## src/rtl/demux8x3_bank_pkg.sv

```systemverilog
// rtl/demux8x3_bank_pkg.sv - shared sizes and helpers for the 1-to-8 slot demux
// Optional broadcast write is enabled by defining DEMUX8X3_BCAST_EN (undefined by default).
package demux8x3_bank_pkg;

  localparam int NUM_SLOTS = 8;
  localparam int SEL_W     = 3;
  localparam int CNT_W     = 4;

  typedef logic [NUM_SLOTS-1:0] slot_mask_t;

  function automatic logic [CNT_W-1:0] popcount(input slot_mask_t m);
    logic [CNT_W-1:0] n;
    n = '0;
    for (int i = 0; i < NUM_SLOTS; i++) begin
      n = n + CNT_W'(m[i]);
    end
    return n;
  endfunction

endpackage

```

## src/rtl/demux8x3_slot.sv

```systemverilog
// rtl/demux8x3_slot.sv - one-entry slot buffer with valid flag and consumer ack
// A write in the same cycle as an ack wins: the slot stays valid with the new word.
module demux8x3_slot #(
  parameter int N = 32
) (
  input  logic         Clk,
  input  logic         Rst,
  input  logic         wr_en,
  input  logic [N-1:0] wr_data,
  input  logic         ack,
  output logic [N-1:0] q,
  output logic         v
);

  always_ff @(posedge Clk) begin
    if (Rst) begin
      q <= '0;
      v <= 1'b0;
    end else if (wr_en) begin
      q <= wr_data;
      v <= 1'b1;
    end else if (ack) begin
      v <= 1'b0;
    end
  end

endmodule

```

## src/rtl/demux8x3_bank.sv

```systemverilog
// rtl/demux8x3_bank.sv - registered 1-to-8 write demux feeding the 8:1 read mux
// Define DEMUX8X3_BCAST_EN to add the bcast input (write all eight slots at once).
module demux8x3_bank
  import demux8x3_bank_pkg::*;
#(
  parameter int N = 32
) (
  input  logic             Clk,
  input  logic             Rst,
  input  logic [SEL_W-1:0] s,
  input  logic [N-1:0]     in_data,
  input  logic             in_valid,
  output logic             in_ready,
  input  logic [7:0]       ack,
  output logic [N-1:0]     o0,
  output logic [N-1:0]     o1,
  output logic [N-1:0]     o2,
  output logic [N-1:0]     o3,
  output logic [N-1:0]     o4,
  output logic [N-1:0]     o5,
  output logic [N-1:0]     o6,
  output logic [N-1:0]     o7,
  output logic [7:0]       vld,
  output logic [CNT_W-1:0] count
`ifdef DEMUX8X3_BCAST_EN
  ,
  input  logic             bcast
`endif
);

  slot_mask_t       sel;
  slot_mask_t       open_slot;
  slot_mask_t       wr_en;
  logic             bc;
  logic             accept;
  logic [CNT_W-1:0] count_next;
  logic [N-1:0]     q [NUM_SLOTS];

`ifdef DEMUX8X3_BCAST_EN
  assign bc = bcast;
`else
  assign bc = 1'b0;
`endif

  // An unknown select matches no slot, so it can never write.
  always_comb begin
    sel = '0;
    for (int k = 0; k < NUM_SLOTS; k++) begin
      if (s == SEL_W'(k)) sel[k] = 1'b1;
    end
  end

  assign open_slot = ~vld | ack;
  assign in_ready  = bc ? (&open_slot) : (|(sel & open_slot));
  assign accept    = in_valid & in_ready;
  assign wr_en     = accept ? (bc ? '1 : sel) : '0;

  genvar g;
  generate
    for (g = 0; g < NUM_SLOTS; g++) begin : g_slot
      demux8x3_slot #(.N(N)) u_slot (
        .Clk     (Clk),
        .Rst     (Rst),
        .wr_en   (wr_en[g]),
        .wr_data (in_data),
        .ack     (ack[g]),
        .q       (q[g]),
        .v       (vld[g])
      );
    end
  endgenerate

  assign o0 = q[0];
  assign o1 = q[1];
  assign o2 = q[2];
  assign o3 = q[3];
  assign o4 = q[4];
  assign o5 = q[5];
  assign o6 = q[6];
  assign o7 = q[7];

  // Rewritten slots neither fill nor drain; a broadcast fills every empty slot, landing on 8.
  assign count_next = count + popcount(wr_en & ~vld) - popcount(ack & vld & ~wr_en);

  always_ff @(posedge Clk) begin
    if (Rst) count <= '0;
    else     count <= count_next;
  end

  a_count_matches_vld: assert property (@(posedge Clk) count == popcount(vld));

endmodule

```

## config.mk

```make
export PLATFORM = sky130hd
export DESIGN_NAME = demux8x3_bank
export DESIGN_NICKNAME = d
export VERILOG_FILES = /design/src/rtl/demux8x3_bank_pkg.sv /design/src/rtl/demux8x3_slot.sv /design/src/rtl/demux8x3_bank.sv
export SDC_FILE = /design/constraint.sdc
export NUM_CORES = 1
export LEC_CHECK = 0
export CORE_ASPECT_RATIO = 2
export CORE_MARGIN = 4
export CORE_UTILIZATION = 43
export CTS_CLUSTER_DIAMETER = 150
export DETAILED_ROUTE_END_ITERATION = 8
export PLACE_DENSITY = 0.75
export SLEW_MARGIN = 20
export SYNTH_ARGS = -nofsm -noshare
export SYNTH_HDL_FRONTEND = slang
export SYNTH_HIERARCHICAL = 1
export SYNTH_SLANG_ARGS = --single-unit
```

## constraint.sdc

```tcl
create_clock -name Clk -period 5.3 [get_ports Clk]
set_input_delay 1.06 -clock Clk [delete_from_list [all_inputs] [get_ports Clk]]
set_output_delay 1.06 -clock Clk [all_outputs]
set_load 0.005 [all_outputs]
```

Word-level counts from Yosys, hierarchy flattened

Index checks and enable logic that the tools add are counted.

Reduce and logical (&&, ||, !) cells: 10
Muxes and demuxes: 25
Bitwise operators: 8
$add $sub $neg: 16
Eq/ne operators: 7

Operators by type and width:

| cell                                                             | count |
|---|---|
| 4-bit by 1-bit adder with 4-bit output                           | 8 |
| 8-bit AND                                                        | 4 |
| 1-bit two-way mux                                                | 24 |
| 8-bit inverter                                                   | 2 |
| 2-bit nonzero test                                               | 8 |
| 3-bit == test (second input constant)                            | 4 |
| 3-bit by 1-bit adder with 4-bit output                           | 2 |
| 8-bit two-way mux                                                | 1 |
| 8-bit bitwise OR                                                 | 1 |
| 8-bit OR reduction                                               | 1 |
| 2-bit by 1-bit adder with 3-bit output                           | 2 |
| 3-bit by 2-bit == test with 1-bit output (second input constant) | 2 |
| 1-bit by 1-bit adder with 2-bit output                           | 2 |
| 4-bit adder                                                      | 1 |
| 4-bit subtractor                                                 | 1 |
| 3-bit by 1-bit == test with 1-bit output (second input constant) | 1 |
| 3-bit zero test                                                  | 1 |
| 1-bit AND                                                        | 1 |

Logic and storage cells: 83
Bits of input ports: 46
Flip-flop bits (word level): 268

Longest topological paths before layout

Gate-level depths: netlist of the first run.

Word-level depth: 16
Gate-level depth with buffers: 18

By module

Netlist of the first run, hierarchy kept.

By module, submodules not included:

| module        | times used | area an instance (µm²) | cells an instance | seq. area each (µm²) |
|---|---|---|---|---|
| demux8x3_slot | 8          | 1204.9                 | 108               | 660.6 |
| demux8x3_bank | 1          | 793.3                  | 90                | 80.1 |

Worst setup path after synthesis of the first run

Ideal clock, no wire load.

Path type: input-to-reg
Start: input port s[1]
End: register count[3]
Setup slack: 0.153 ns
Required time: 5.185 ns
Data arrival time: 5.032 ns
Setup time: 0.115 ns
Path buffers: 1
Cell stages on the path: 15
Cells stage by stage: buf_6 > nor2_1 > nand3_1 > and3_1 > fa_1 > fa_1 > inv_1 > fa_1 > fa_1 > fa_1 > ha_1 > fa_1 > xor2_1 > xnor2_1 > nor2_1

Word-level cells in the longest chain between the ends: 16

RTL lines:

| item                                                                                                    | line                                         | text |
|---|---|---|
| start, declared                                                                                         | demux8x3_bank.sv:10                          | `input logic [SEL_W-1:0] s,` |
| 3-bit by 1-bit == test with 1-bit output (tied with other cells)                                        | demux8x3_bank.sv:49                          | `if (s == SEL_W'(k)) sel[k] = 1'b1;` |
| 1-bit two-way mux                                                                                       | demux8x3_bank.sv:49                          |  |
| 8-bit AND                                                                                               | demux8x3_bank.sv:54                          | `assign in_ready = bc ? (&open_slot) : (\|(sel & open_slot));` |
| 8-bit OR reduction                                                                                      | demux8x3_bank.sv:54                          |  |
| 1-bit AND                                                                                               | demux8x3_bank.sv:55                          | `assign accept = in_valid & in_ready;` |
| 8-bit two-way mux (*)                                                                                   | demux8x3_bank.sv:56                          | `assign wr_en = accept ? (bc ? '1 : sel) : '0;` |
| 8-bit AND / 8-bit inverter (equally long branches)                                                      | demux8x3_bank.sv:83                          | `assign count_next = count + popcount(wr_en & ~vld) - popcount(ack & vld & ~wr_en);` |
| 1-bit by 1-bit adder with 2-bit output / 8-bit AND (equally long branches)                              | demux8x3_bank_pkg.sv:15, demux8x3_bank.sv:83 |  |
| 2-bit by 1-bit adder with 3-bit output / 1-bit by 1-bit adder with 2-bit output (equally long branches) | demux8x3_bank_pkg.sv:15                      | `n = n + CNT_W'(m[i]);` |
| 3-bit by 1-bit adder with 4-bit output / 2-bit by 1-bit adder with 3-bit output (equally long branches) | demux8x3_bank_pkg.sv:15                      |  |
| 4-bit by 1-bit adder with 4-bit output / 3-bit by 1-bit adder with 4-bit output (equally long branches) | demux8x3_bank_pkg.sv:15                      |  |
| 4-bit by 1-bit adder with 4-bit output (3 in a row)                                                     | demux8x3_bank_pkg.sv:15                      |  |
| 4-bit adder / 4-bit by 1-bit adder with 4-bit output (equally long branches)                            | demux8x3_bank.sv:83, demux8x3_bank_pkg.sv:15 |  |
| 4-bit subtractor (*)                                                                                    | demux8x3_bank.sv:83                          |  |
| end signal, assigned                                                                                    | demux8x3_bank.sv:87                          | `else count <= count_next;` |
| end, declared                                                                                           | demux8x3_bank.sv:24                          | `output logic [CNT_W-1:0] count` |

Every way passes the cells marked *; elsewhere a longest branch is shown, timed or not.
A chain may end at the register's enable or synchronous reset.

Final worst setup path of the first run

Start: input port in_valid
End: register count[3]

Word-level cells in the longest chain between the ends: 12

RTL lines:

| item                                                                                                    | line                                         | text |
|---|---|---|
| start, declared                                                                                         | demux8x3_bank.sv:12                          | `input logic in_valid,` |
| 1-bit AND (*)                                                                                           | demux8x3_bank.sv:55                          |  |
| 8-bit two-way mux (*)                                                                                   | demux8x3_bank.sv:56                          |  |
| 8-bit AND / 8-bit inverter (equally long branches)                                                      | demux8x3_bank.sv:83                          |  |
| 1-bit by 1-bit adder with 2-bit output / 8-bit AND (equally long branches)                              | demux8x3_bank_pkg.sv:15, demux8x3_bank.sv:83 |  |
| 2-bit by 1-bit adder with 3-bit output / 1-bit by 1-bit adder with 2-bit output (equally long branches) | demux8x3_bank_pkg.sv:15                      |  |
| 3-bit by 1-bit adder with 4-bit output / 2-bit by 1-bit adder with 3-bit output (equally long branches) | demux8x3_bank_pkg.sv:15                      |  |
| 4-bit by 1-bit adder with 4-bit output / 3-bit by 1-bit adder with 4-bit output (equally long branches) | demux8x3_bank_pkg.sv:15                      |  |
| 4-bit by 1-bit adder with 4-bit output (3 in a row)                                                     | demux8x3_bank_pkg.sv:15                      |  |
| 4-bit adder / 4-bit by 1-bit adder with 4-bit output (equally long branches)                            | demux8x3_bank.sv:83, demux8x3_bank_pkg.sv:15 |  |
| 4-bit subtractor (*)                                                                                    | demux8x3_bank.sv:83                          |  |

Marks and branches as above.

==> results of run 1 <==
[how the worst max path moves through the flow]
stage	endpoint	slack [ps]	cells past startpoint
floorplan	count[3]	150	15
global placement	count[3]	-460	15
detailed placement	count[3]	-540	15
CTS	count[3]	20	15
global route	count[3]	-6	15
finish	count[3]	140	15
[registers in the layout, indices dropped and copies added (netlist names)]
name             cells
count                4
g_slot.u_slot/q    256
g_slot.u_slot/v      8
[layout by cell type, fill, tap and decap left out, drive strengths merged, types with 2 or more instances in the layout]
cell type        n
clkdlybuf4s50  311
nand2b           9
ha               3
clkbuf          32
nand2            5
nand4bb          3
dfxtp          268
mux2i          256
or2              6
buf             23
a21oi           11
nor2           262
nor2b            5
nand4b           2
and3             4
xnor2            2
bufinv           2
clkinv           6
fa              13
dlymetal6s2s     2
clkinvlp         3
nand3           10
nor3             3
inv             21
[metrics by stage]
stage / cell area (um2) / setup WS [ps] / total power [uW] / hold slack (ps) / instances
global placement: 13400 / -459 / 2690 / 471 / 1511
finish: 14300 / 144 / 4460 / 489 / 1556
CTS: 14300 / 22.8 / 4520 / 496 / 1555
detailed placement: 13400 / -538 / 2710 / 478 / 1511
floorplan: 10400 / 153 / 2460 / 485 / 954
global route: 14300 / -5.84 / 4650 / 516 / 1556
[area by class of cell]
cell class              count  area, um2  area share (%)
clock buffers              31        687            4.80
clock inverters            13        145            1.02
flip-flops and latches    268       5370            37.5
well taps                 287        359            2.51
multi-input cells         601       4330            30.3
inverters                  19       71.3           0.499
repair buffers            337       3340            23.3
[layer usage]
metal	global-route usage [%]	wire (um)	up-vias
li1	-	-	3722
met1	21.9	10600	3716
met2	41.6	16800	276
met3	4.96	1910	72
met4	10.9	1500	0
met5	0	0	-
[report_power, final]
part | leakage (uW) | internal (uW) | total [uW] | switching [uW]
combinational | 0.00248 | 277 | 542 | 265
sequential | 0.00217 | 2070 | 2110 | 41.7
clock | 0.000404 | 1020 | 1810 | 785
[timing repair]
action,4_1_cts,5_1_grt
setup buffers,0,1
endpoints found under the hold margin,0,0
resized for setup,0,4
setup endpoints to repair,0,1
[critical path, delay by kind of cell]
| family | cells | cell delay, ps |
|---|---|---|
| and+or+nand+nor | 4 | 600 |
| adders and majority gates | 7 | 2990 |
| xor gates and xnor gates | 2 | 340 |
| buffers and inverters | 2 | 570 |
[cell families after synthesis]
group	after synthesis	synth area share, %
multiplexers	256	24.6
AND/OR/NAND/NOR	313	12.5
XOR/XNOR	3	0.252
AO/OA/AOI/OAI	13	0.732
buffers and inverters	85	7.65
flip-flops	268	51.4
adder cells (fa/ha/maj)	16	2.85
==> flow_summary_export.csv, run 1 <==
group,metric,value,unit
run_status,status,"completed",
min_path,hp-start,"g_slot[6].u_slot/q[5]",
setup_path,path_cells,"clkdlybuf4s50_1, nor2b_4, nand2_1, or2_1, fa_1, fa_1, inv_1, fa_1, fa_1, fa_1, ha_1, fa_1, xor2_1, xnor2_1, nor2_1",
cells_and_area,drive_gt1_share,6.23,%
place,hpwlAfterDp,22400,um
timing,fin_setup_tns,0,ps
floorplanning,coreArea,23900,um2
timing,worst_pin_slew,879,ps
cts,clk_pin_slew_worst_paths,70,ps
yosys,synth_ff_type,"dfxtp_1",
detailed_routing,drtIter0Drc,434,
cells_and_area,fin_util,59.8,%
setup_path,start_kind,"input pin",
floorplanning,dieArea,27000,um2
yosys,synth-edff-count,0,
cts,cts_buffers,24,
setup_path,critical_path_class,"in2reg",
detailed_routing,first_pass_iters,5,
power_and_ir_drop,ir_drop,0.272,mV
cells_and_area,area_delta_synth_final,37.1,%
floorplanning,ios,315,
cts,htree_levels,1,
timing,report.final.slew_viol_count,0,
power_and_ir_drop,power_leakage,0.00505,uW
cts,clk_latency,540,ps
timing,slew_headroom,41.2,%
timing,setup_viol,0,
detailed_routing,drcViolationCount,0,
yosys,synth_seq_cells,268,
place,port_buffers,314,
cells_and_area,n_antenna_cell,0,
cts,cts_tree,"yes",
min_path,min_path_cells,2,
cells_and_area,num-fill-cells,1977,
flow_run,maxCapViolations,0,
yosys,async_reset_ff_share,0,%
setup_path,critPathArrivalTime,5560,ps
setup_path,worst_ep_required_time,5700,ps
global_routing,track_usage,21.9,%
timing,period_needed,5160,ps
yosys,avgSynthCellArea,10.9,um2
floorplanning,initial_core_util,43.6,%
detailed_routing,wl_per_cell,19.8,um
floorplanning,die_h,228,um
detailed_routing,ant_nets,0,
cts,clockBufferDepth,3,
cts,cts_hold_buf,0,
global_routing,antenna_found_initial,0,
detailed_routing,wl,30900,um
cells_and_area,nets,1313,
cts,cts_num_sinks,268,
min_path,hp-class,"reg2reg",
floorplanning,fp.dieW,118,um
setup_path,timing.critical_path.to_type,"flip-flop",
detailed_routing,num_vias,7786,
yosys,yosys.area.top_type,"dfxtp_1",
min_path,min_to,"g_slot[6].u_slot/q[5]",
yosys,synth_commonest_cells,"268 x dfxtp_1, 262 x nor2_1, 256 x mux2i_1, 24 x buf_12, 19 x inv_1",
yosys,synth_area_leaders,"dfxtp_1 51%, mux2i_1 25%, nor2_1 9.4%",
setup_path,ff2ff_path_depth,13,
setup_path,cp-startpoint,"in_valid",
setup_path,r2r_start,"g_slot[6].u_slot/v",
yosys,synth_top_area_share,51.4,%
detailed_routing,via_per_inst,5.00,
cts,cts-root-buf,"clkbuf_16",
yosys,synth_fp_nets,1016,
setup_path,critPathSlowestCell,"fa_1",
setup_path,r2r_end,"count[3]",
timing,fmax,194,MHz
timing,hold_viol,0,
global_routing,grt_max_degree,159,
place,place.gp.congestion,0.892,
setup_path,crit_top_cell,"fa_1",
timing,clock_skew,17.6,ps
floorplanning,fp-row-count,80,
setup_path,crit_fanout,4,
yosys,ys_seq_area_share,51.4,%
setup_path,cpPeakStageDelay,530,ps
yosys,syn_area,10400,um2
global_routing,overflow,0,
yosys,yosysUniqueCellTypes,29,
power_and_ir_drop,powerDensity,312,nW/um2
yosys,syn_inst,954,
global_routing,grt_pass1_vias,7739,
yosys,synth_most_common_cell,"dfxtp_1",
global_routing,grt_pass1_wl,46300,um
setup_path,r2r_setup_slack,1030,ps
yosys,yosys_warnings,6,
timing,final.period_utilization,97.3,%
(Power assumes the default switching activity.)
==> inputs of run 2 (changes only) <==
Settings changed: CTS_CLUSTER_SIZE set to 10.
==> run 2 against run 1 <==
Against the previous run:
- clock skew rose by 1.7 ps
- final area shrank 0.36%
- hold slack worse by 3.0 ps
- worst setup slack better by 13 ps
- sequential share of layout area rose by 0.14 points
- critical path depth unchanged
- global-route usage grew 0.19 points
- sequential cell count unchanged
- sequential power about the same
==> flow_summary_export.csv, run 2 (synthesis results as in run 1) <==
group,metric,value,unit
place,place_area,13400,um2
power_and_ir_drop,power_leakage,0.00503,uW
power_and_ir_drop,powerDensity,309,nW/um2
setup_path,critPathArrivalTime,5560,ps
cts,clk_latency,560,ps
setup_path,critical_path_class,"in2reg",
floorplanning,coreArea,23900,um2
timing,worst_pin_slew,866,ps
power_and_ir_drop,power.internal,3350,uW
cts,cts_num_sinks,268,
setup_path,cp_top_family,"adder cells",
cells_and_area,final_common_cell,"clkdlybuf4s50_1",
power_and_ir_drop,ir_drop,0.263,mV
cts,cts_tree,"yes",
timing,fmax,194,MHz
cells_and_area,final_cell_mix,"311 x clkdlybuf4s50_1, 268 x dfxtp_1, 260 x nor2_1, 256 x mux2i_1, 30 x clkbuf_16",
timing,final.period_utilization,97.0,%
floorplanning,dieArea,27000,um2
detailed_routing,wl,30900,um
global_routing,overflow,0,
cells_and_area,top_register,"g_slot.u_slot/q",
place,dpl.cell_count,1511,
place,place.gp.congestion,0.892,
setup_path,crit_top_cell,"fa_1",
floorplanning,die_h,228,um
cells_and_area,largest_reg_flops,256,
cells_and_area,stdcell_area,14200,um2
timing,hold_viol,0,
global_routing,track_usage,22.1,%
place,hpwlAfterDp,22400,um
timing,period_needed,5140,ps
cts,cts-root-buf,"clkbuf_16",
timing,clock_skew,19.4,ps
cts,clockBufferDepth,3,
detailed_routing,drtIter0Drc,409,
global_routing,grt_pass1_vias,7891,
power_and_ir_drop,combPwrFrac,12.3,%
cts,clk_pin_slew_worst_paths,60,ps
global_routing,grt_pass1_wl,46700,um
power_and_ir_drop,clock_power_share,39.6,%
power_and_ir_drop,swShare,23.8,%
cells_and_area,area_delta_synth_final,36.6,%
setup_path,start_kind,"input pin",
timing,slew_headroom,42.1,%
setup_path,critPathSlowestCell,"fa_1",
floorplanning,fp-row-count,80,
cells_and_area,top_regs,"g_slot.u_slot/q: 256 flops, g_slot.u_slot/v: 8 flops, count: 4 flops",
cts,cts_buffers,30,
power_and_ir_drop,seqPwrFrac,48.1,%
cts,cts_hold_buf,0,
detailed_routing,ant_nets,0,
floorplanning,ios,315,
detailed_routing,via_per_inst,5.09,
detailed_routing,first_pass_iters,5,
timing,report.final.slew_viol_count,0,
min_path,hp-class,"reg2reg",
setup_path,crit_fanout,4,
timing,rsz0062_at_grt,"false",
setup_path,path_cells,"clkdlybuf4s50_1, nor2b_4, nand2_1, or2_1, fa_1, fa_1, inv_1, fa_1, fa_1, fa_1, ha_1, fa_1, xor2_1, xnor2_1, nor2_1",
run_status,status,"completed",
cells_and_area,stdcell_count,1544,
setup_path,worst_ep_required_time,5720,ps
timing,setup_ws,157,ps
place,dp_slack,-538,ps
cells_and_area,n_antenna_cell,0,
global_routing,antenna_found_initial,0,
floorplanning,fp.dieW,118,um
setup_path,cpPeakStageDelay,530,ps
detailed_routing,drcViolationCount,0,
cells_and_area,fin_util,59.6,%
cells_and_area,nets,1319,
detailed_routing,num_vias,7861,
cells_and_area,drive_gt1_share,5.41,%
setup_path,timing.critical_path.to_type,"flip-flop",
timing,setup_viol,0,
place,port_buffers,314,
setup_path,crit_buf_inv,2,
cts,htree_levels,1,
global_routing,grt_max_degree,159,
detailed_routing,wl_per_cell,20.0,um
floorplanning,initial_core_util,43.6,%
flow_run,maxCapViolations,0,
power_and_ir_drop,power.switching,1050,uW
[run 2: changes by cell type in the layout (fill, tap and decap cells not counted), sizes merged]
cell	before	now
clkinv	6	1
bufinv	2	0
inv	21	19
clkinvlp	3	0
[run 2: stage by stage]
stage	TNS (ps)	power, uW	hold slack (ps)
floorplan	0	2460	485
global placement	-727	2690	471
detailed placement	-847	2710	478
CTS	0	4470	493
global route	0	4590	512
finish	0	4400	486
[run 2: final cells by class]
type                    instances  area (um2)
fillers                      1991        9680
flip-flops and latches        268        5370
clock inverters                 1        16.3
well taps                     287         359
clock buffers                  31         764
repair buffers                337        3340
multi-input cells             601        4330
inverters                      19        71.3
[run 2: timing repair]
item                                    CTS  global route
buffers inserted                          0             1
gates resized for setup                   0             4
endpoints found under the setup margin    0             1
[run 2: worst reg2reg max path: stages (launching register included)]
cell and delay (ps):
dfxtp_1 470, nand3_1 160, fa_1 570, inv_1 50, fa_1 490, inv_1 60, fa_1 520, fa_1 440
fa_1 430, ha_1 200, fa_1 390, xor2_1 180, xnor2_1 160, nor2_1 50
[run 2: power by group through the flow]
| stage | clock (uW) | sequential, uW | combinational [uW] |
|---|---|---|---|
| CTS | 1800 | 2120 | 552 |
| global placement | 0 | 2160 | 535 |
| floorplan | 0 | 2150 | 305 |
| finish | 1750 | 2120 | 541 |
| global route | 1860 | 2120 | 602 |
| detailed placement | 0 | 2160 | 548 |
[run 2: path summary, 6_finish.rpt]
path                           from                endpoint  slack (ps)  depth (start not counted)
max reg2reg      g_slot[6].u_slot/v                count[3]        1000                         13
min reg2reg  g_slot[6].u_slot/q[18]  g_slot[6].u_slot/q[18]         490                          2
max                        in_valid                count[3]         160                         15
min          g_slot[6].u_slot/q[18]  g_slot[6].u_slot/q[18]         490                          2
[run 2: routing by layer]
metal  wire, um  part of all wire (%)  vias up  GRT usage (%)
li1           -                     -     3721              -
met1      10500                    34     3744           21.7
met2      16800                    54      313           41.5
met3       1920                   6.2       83           4.96
met4       1770                   5.7        0           13.0
met5          0                     0        -              0
==> inputs of run 3 (changes only) <==
Settings changed: CTS_CLUSTER_DIAMETER 150 to not set, SKIP_LAST_GASP set to 1, SLEW_MARGIN 20 to 10.
==> run 3 against run 2 <==
Against the previous run:
- power decreased by 0.35%
- fmax decreased by 0.79%
- worst setup slack got worse by 41 ps
- core utilization decreased by 0.084 points
- first-iteration DRC count increased by 11%
- die area unchanged
- largest cell class unchanged
- largest power group unchanged
- highest routed layer unchanged
==> flow_summary_export.csv, run 3 (synthesis results as in run 1) <==
group,metric,value,unit
run_status,status,"completed",
global_routing,grt_pass1_vias,7913,
setup_path,critPathSlowestCell,"fa_1",
timing,worst_pin_slew,1170,ps
detailed_routing,wl_per_cell,20.0,um
power_and_ir_drop,ir_drop,0.242,mV
floorplanning,fp-row-count,80,
cells_and_area,num-fill-cells,2006,
cts,clk_latency,550,ps
setup_path,timing.critical_path.to_type,"flip-flop",
min_path,hp-class,"reg2reg",
detailed_routing,num_vias,7782,
cts,htree_levels,1,
floorplanning,initial_core_util,43.6,%
timing,hold_viol,0,
timing,setup_viol,0,
setup_path,crit_top_cell,"fa_1",
cts,clk_pin_slew_worst_paths,50,ps
detailed_routing,drcViolationCount,0,
global_routing,overflow,0,
setup_path,path_depth,15,
timing,report.final.slew_viol_count,0,
place,hpwlAfterDp,22400,um
place,port_buffers,314,
cts,cts_num_sinks,268,
cts,cts_buffers,30,
detailed_routing,first_pass_iters,4,
detailed_routing,wl,30900,um
timing,period_needed,5180,ps
timing,final.period_utilization,97.8,%
cells_and_area,top_register,"g_slot.u_slot/q",
cells_and_area,drive_gt1_share,5.25,%
floorplanning,dieArea,27000,um2
setup_path,cpPeakStageDelay,560,ps
setup_path,critical_path_class,"in2reg",
timing,whs,487,ps
floorplanning,fp.dieW,118,um
setup_path,start_kind,"input pin",
cells_and_area,final_common_cell,"clkdlybuf4s50_1",
setup_path,worst_ep_required_time,5720,ps
global_routing,antenna_found_initial,0,
cts,clockBufferDepth,3,
setup_path,ff2ff_path_depth,13,
cts,cts-root-buf,"clkbuf_16",
cells_and_area,largest_reg_flops,256,
setup_path,crit_fanout,4,
flow_run,maxCapViolations,0,
cts,cts_tree,"yes",
cells_and_area,area_delta_synth_final,36.4,%
global_routing,track_usage,22.1,%
cells_and_area,final_cell_mix,"312 x clkdlybuf4s50_1, 268 x dfxtp_1, 260 x nor2_1, 256 x mux2i_1, 30 x clkbuf_16",
setup_path,crit_buf_inv,2,
floorplanning,die_h,228,um
cts,cts_hold_buf,0,
cells_and_area,stdcell_count,1544,
cells_and_area,n_antenna_cell,0,
setup_path,cp_top_family,"adder cells",
setup_path,path_cells,"clkdlybuf4s50_1, nor2b_2, nand2_1, and3_1, fa_1, fa_1, inv_1, fa_1, fa_1, fa_1, ha_1, fa_1, xor2_1, xnor2_1, nor2_1",
place,dpl.cell_count,1511,
global_routing,grt_max_degree,159,
detailed_routing,drtIter0Drc,453,
detailed_routing,via_per_inst,5.04,
power_and_ir_drop,power_leakage,0.00502,uW
cells_and_area,nets,1318,
global_routing,grt_pass1_wl,46800,um
timing,fmax,193,MHz
floorplanning,ios,315,
setup_path,critPathArrivalTime,5600,ps
power_and_ir_drop,powerDensity,308,nW/um2
min_path,min_path_cells,2,
timing,clock_skew,18.2,ps
timing,slew_headroom,22.3,%
place,place.gp.congestion,0.892,
floorplanning,coreArea,23900,um2
detailed_routing,ant_nets,0,
cells_and_area,top_regs,"g_slot.u_slot/q: 256 flops, g_slot.u_slot/v: 8 flops, count: 4 flops",
## run 3: changes by cell type in the layout (fill, tap and decap cells not counted)
cell and change:
and3_2 +1, clkdlybuf4s50_1 +1, and3_4 -1, buf_4 -1
clkbuf_8 -1, clkbuf_1 +2, dlymetal6s2s_1 -1
## run 3: area by class of cell
cell class | instances | area, um2 | area share (%)
well taps | 287 | 359 | 2.52
clock inverters | 1 | 16.3 | 0.114
flip-flops and latches | 268 | 5370 | 37.7
multi-input cells | 601 | 4330 | 30.4
repair buffers | 336 | 3330 | 23.4
inverters | 19 | 71.3 | 0.501
clock buffers | 32 | 758 | 5.33
## run 3: metrics by stage
stage	setup TNS [ps]	power [uW]	utilization (%)	setup WS (ps)	area [um2]
after global routing	-9.18	4580	59.5	-9.18	14200
after detailed placement	-847	2710	56.2	-538	13400
after global placement	-727	2690	56.2	-459	13400
final	0	4390	59.5	116	14200
after CTS	0	4450	59.4	41.0	14200
after floorplan	0	2460	-	153	10400
## run 3: worst paths after layout
kind | end | startpoint | slack [ps]
min reg2reg | g_slot[6].u_slot/q[5] | g_slot[6].u_slot/q[5] | 490
max | count[3] | s[2] | 120
min | g_slot[6].u_slot/q[5] | g_slot[6].u_slot/q[5] | 490
max reg2reg | count[3] | g_slot[6].u_slot/v | 1000
## run 3: repair_timing
action | 4_1_cts | 5_1_grt
hold endpoints to repair | 0 | 0
setup endpoints to repair | 0 | 1
gates resized for setup | 0 | 3
setup buffers | 0 | 0
## run 3: worst min-delay path, stage by stage (launching register included)
cell,delay [ps]
dfxtp_1,320
mux2i_1,60
nor2_1,70
## run 3: report_power, final
| group | switching, uW | leakage, uW | total, uW | internal, uW |
|---|---|---|---|---|
| clock network | 737 | 0.000379 | 1730 | 994 |
| logic | 264 | 0.00247 | 541 | 277 |
| registers | 41.9 | 0.00217 | 2120 | 2070 |
| total | 1040 | 0.00502 | 4390 | 3340 |
## run 3: metal layers
metal	wire, um	global-route usage, %	vias to the layer above
li1	-	-	3712
met1	10500	21.7	3699
met2	16900	41.9	292
met3	1890	5.03	79
met4	1670	12.1	0
met5	0	0	-
